File: src/rtl/receiver.sv
// ---------------------------------------------------------------------------
// receiver
//
// Receives 7-bit frames from a synchronous serial line, one bit per clock,
// with no oversampling. Frame layout: start(0), d0..d6 (LSB first),
// even-parity bit P, stop(1). Completed frames go into a single output
// holding register with a valid/ready handshake.
//
// Ports
//   clk          : clock; all state changes on the rising edge
//   rstn         : asynchronous active-low reset
//   serial_in    : serial line, idle high, synchronous to clk
//   data_ready   : consumer accepts data_out while data_valid is high
//   data_out     : received data bits d6..d0
//   data_valid   : data_out / parity_error hold a frame not yet accepted
//   parity_error : parity mismatch for the frame currently on data_out
//   frame_error  : one-cycle pulse, stop bit was sampled low
//   overrun      : one-cycle pulse, good frame dropped because the
//                  holding register was still full and not being accepted
//   busy         : high whenever the receiver is not in IDLE
// ---------------------------------------------------------------------------
module receiver (
   input  logic       clk,
   input  logic       rstn,
   input  logic       serial_in,
   input  logic       data_ready,
   output logic [6:0] data_out,
   output logic       data_valid,
   output logic       parity_error,
   output logic       frame_error,
   output logic       overrun,
   output logic       busy
);

   typedef enum logic [2:0] {
      IDLE,
      DATA,
      PARITY,
      STOP,
      WAIT_IDLE
   } state_t;

   state_t     state;
   logic [2:0] bit_cnt;
   logic [6:0] shift_data;
   logic       parity_bit;

   // Frame sequencing and the output holding register live in one block.
   // The error pulses default low every cycle so they can only last one
   // cycle per event. The handshake clear comes first so that a good frame
   // completing on the same edge as an acceptance overrides it and keeps
   // data_valid high with the new data. A frame that completes while the
   // register is full and not being accepted is dropped, leaving the held
   // data untouched. A low stop bit sends the receiver to WAIT_IDLE, where
   // it must see the line high again before it can detect a new start bit.
   always_ff @(posedge clk or negedge rstn) begin
      if (!rstn) begin
         state        <= IDLE;
         bit_cnt      <= 3'd0;
         shift_data   <= 7'h00;
         parity_bit   <= 1'b0;
         data_out     <= 7'h00;
         data_valid   <= 1'b0;
         parity_error <= 1'b0;
         frame_error  <= 1'b0;
         overrun      <= 1'b0;
      end else begin
         frame_error <= 1'b0;
         overrun     <= 1'b0;

         if (data_valid && data_ready) begin
            data_valid <= 1'b0;
         end

         case (state)
            IDLE: begin
               if (!serial_in) begin
                  state   <= DATA;
                  bit_cnt <= 3'd0;
               end
            end

            DATA: begin
               shift_data[bit_cnt] <= serial_in;
               if (bit_cnt == 3'd6) begin
                  state <= PARITY;
               end else begin
                  bit_cnt <= bit_cnt + 3'd1;
               end
            end

            PARITY: begin
               parity_bit <= serial_in;
               state      <= STOP;
            end

            STOP: begin
               if (serial_in) begin
                  state <= IDLE;
                  if (!data_valid || data_ready) begin
                     data_out     <= shift_data;
                     parity_error <= (^shift_data) != parity_bit;
                     data_valid   <= 1'b1;
                  end else begin
                     overrun <= 1'b1;
                  end
               end else begin
                  frame_error <= 1'b1;
                  state       <= WAIT_IDLE;
               end
            end

            WAIT_IDLE: begin
               if (serial_in) begin
                  state <= IDLE;
               end
            end

            default: begin
               state <= IDLE;
            end
         endcase
      end
   end

   // busy is a pure decode of the state register, so it drops together
   // with the state during reset.
   assign busy = (state != IDLE);

endmodule
File: config.mk
export PLATFORM = sky130hd
export DESIGN_NAME = receiver
export DESIGN_NICKNAME = d
export VERILOG_FILES = /design/src/rtl/receiver.sv
export SDC_FILE = /design/constraint.sdc
export NUM_CORES = 1
export LEC_CHECK = 0
export ABC_AREA = 1
export BUFFER_PORTS_ARGS = -buffer_cell sky130_fd_sc_hd__clkbuf_2
export CORE_ASPECT_RATIO = 0.9
export CORE_MARGIN = 8
export CORE_UTILIZATION = 50
export DETAILED_ROUTE_END_ITERATION = 7
export PLACE_DENSITY = 0.73
export SYNTH_ARGS = -nofsm -noshare
export SYNTH_HDL_FRONTEND = slang
export SYNTH_SLANG_ARGS = --single-unit
export TNS_END_PERCENT = 1
File: constraint.sdc
create_clock -name clk -period 1.2 [get_ports clk]
set_clock_uncertainty 0.1 [all_clocks]
set_input_delay 0.12 -clock clk [delete_from_list [all_inputs] [get_ports clk]]
set_output_delay 0.12 -clock clk [all_outputs]
set_load 0.1 [all_outputs]
==> metrics.txt <==
DR iter-0 viols 56; WL final 2950 um; CP Data Arrival Time 1.22 ns; largest net degree at the start of global routing 26; detailed placer's ending HPWL 1980 um; Max-Cap Viols 0; first-pass GRT wire length 5020 um; GRT Util Overall 14.7%; vias in the first global route 1177; fin. max-slew vios 0; Max Clock Freq 694 MHz; Worst setup EP type output pin; CP peak stage delay 0.41 ns; Worst-Skew Late Latency 0.32 ns; post-synthesis sequential area ratio 51.0%; crit path to busy; flops & latches, synth 25; die height 63.0 um; Remaining DRCs 0; commonest non-fill, non-tap cells in the layout nand2_1 (44), dfrtp_1 (24), buf_4 (22); Multi-input gate area 598 um^2; Tmin final 1.44 ns; RR Endpoint shift_data[4]; Hold Path Class in -> async; routed length per instance 13.4 um; R2R setup slack -0.20 ns; area grow syn2layout 49.9%; Filler Cells Inserted 166; via count 1126; CTS tree built; Synth Area per Inst 8.23 um^2; grt met1 use 16.0%; Placer Congestion 0.783; cells along the critical path buf_6, nor2_4, nand2_4, buf_12; PnR worst setup slack -0.241 ns; post-route ant nets 0; Final Hold Vio Count 0; Cell variety after synth 21; H-tree levels 1; Die Area 4300 um^2; Startpoint Class flop; Max Buffers Root-to-Sink 2; fraction of layout cells with a size suffix above 1 39.4%; Slew headroom 59.5%; layer with the highest usage met2; GR Util met2 26.0%; Req. time, crit path 0.98 ns; failing checks negative setup slack; critical path type reg -> out; Post-Layout Cell Count 221; placed cells 209; post-synthesis net count 155; crit-path max FO 2; slowest CP cell dfrtp_1; number of antenna violations at the first check in global routing 0; FF-to-FF Start state[2]; total area of sequential cells 629 um^2; Final Setup Violations 23; total CTS buffers 3; clock sink count 25; Rows 17; CTS root buffer clkbuf_4; DR pass1 iterations 4; leading cell type in the layout, fill and taps excluded nand2_1; RSZ-0062 raised after global routing true; worst reg-to-reg path cell count 7; via/cell ratio 5.10; Cells after Synth 149; gr ovfl total 0; port bufs 15; outcome finished, violations left; GR Util met3 4.48%; ANT cells 0; Die W 68.2 um; CP startpoint state[2]; Slew @ Worst Pin 0.607 ns; Post-Syn Area 1230 um^2; initial core utilization 51.5%; layout net count 200; core area 2380 um^2; yosys warns 0; period utilization 120%; clock slew at reported path FFs 0.13 ns; Ports 16
[critical path: cells and delay by family (launching register included)]
family | cells | cell delay (ns)
DFF | 1 | 0.41
and+or+nand+nor | 2 | 0.20
buffers and inverters | 2 | 0.29
[registers in the layout (all words and copies together), names as in the netlist]
name	cells
frame_error	1
parity_error	1
bit_cnt	3
state	3
overrun	1
parity_bit	1
data_out	7
shift_data	7
data_valid	1
[cell families after synthesis]
family	share of synthesized area, %
simple gates	28.8
flops	51.0
compound gates	11.1
buf+inv	7.04
fa+ha+maj	2.04
[cell usage after synthesis (all sizes together)]
library cell / instances / area (um^2)
nand2: 51 / 201
dfrtp: 25 / 626
inv: 19 / 71.3
o21ai: 15 / 93.8
nand3: 13 / 75.1
nor2: 11 / 43.8
a21oi: 5 / 36.3
or2: 3 / 18.8
ha: 2 / 25.0
a31oi: 1 / 6.26
buf: 1 / 11.3
clkbuf: 1 / 3.75
nand3b: 1 / 7.51
nor4: 1 / 6.26
[timing repair]
action	in CTS	in global routing
resized for setup	13	10
gates cloned	0	0
pin swaps	3	2
endpoints found under the hold margin	28	0
hold buffers	3	0
endpoints found under the setup margin	23	27
buffers inserted	4	1
[metal layers]
metal | part of all wire (%) | wire length, um
met5 | 0 | 0
met4 | 1.8 | 52
met3 | 5.6 | 166
met2 | 55 | 1610
met1 | 38 | 1120
[how the worst min path moves through the flow]
stage / start / to / slack, ns / cells past startpoint
3_5_place_dp: rstn / data_out[0] / 0.06 / 1
3_3_place_gp: rstn / data_out[2] / 0.05 / 1
2_1_floorplan: rstn / bit_cnt[0] / -0.28 / 0
4_1_cts: rstn / overrun / 0.24 / 2
6_report: rstn / data_out[0] / 0.22 / 2
5_1_grt: rstn / data_out[0] / 0.29 / 2
[cell type report]
type / count / area share [%]
timing repair buffer: 42 / 25.7
tap: 28 / 1.91
inverter: 19 / 4.15
multi-input combinational: 103 / 32.5
clock buffer: 4 / 1.43
sequential: 25 / 34.2
[metrics by stage]
stage	hold slack [ns]	worst slack (ns)	TNS [ns]	util (%)	cell area [um^2]
2_1_floorplan	-0.276	-0.154	-1.77	-	1240
3_3_place_gp	0.0504	-0.0938	-1.03	69.8	1660
3_5_place_dp	0.0593	-0.138	-1.94	69.8	1660
4_1_cts	0.241	-0.254	-2.81	75.4	1800
5_1_grt	0.287	-0.291	-5.02	77.2	1840
6_report	0.221	-0.241	-3.41	77.2	1840
Power is not shown: default switching activity piles up to over one toggle a cycle in this logic, so the estimate is an artifact.
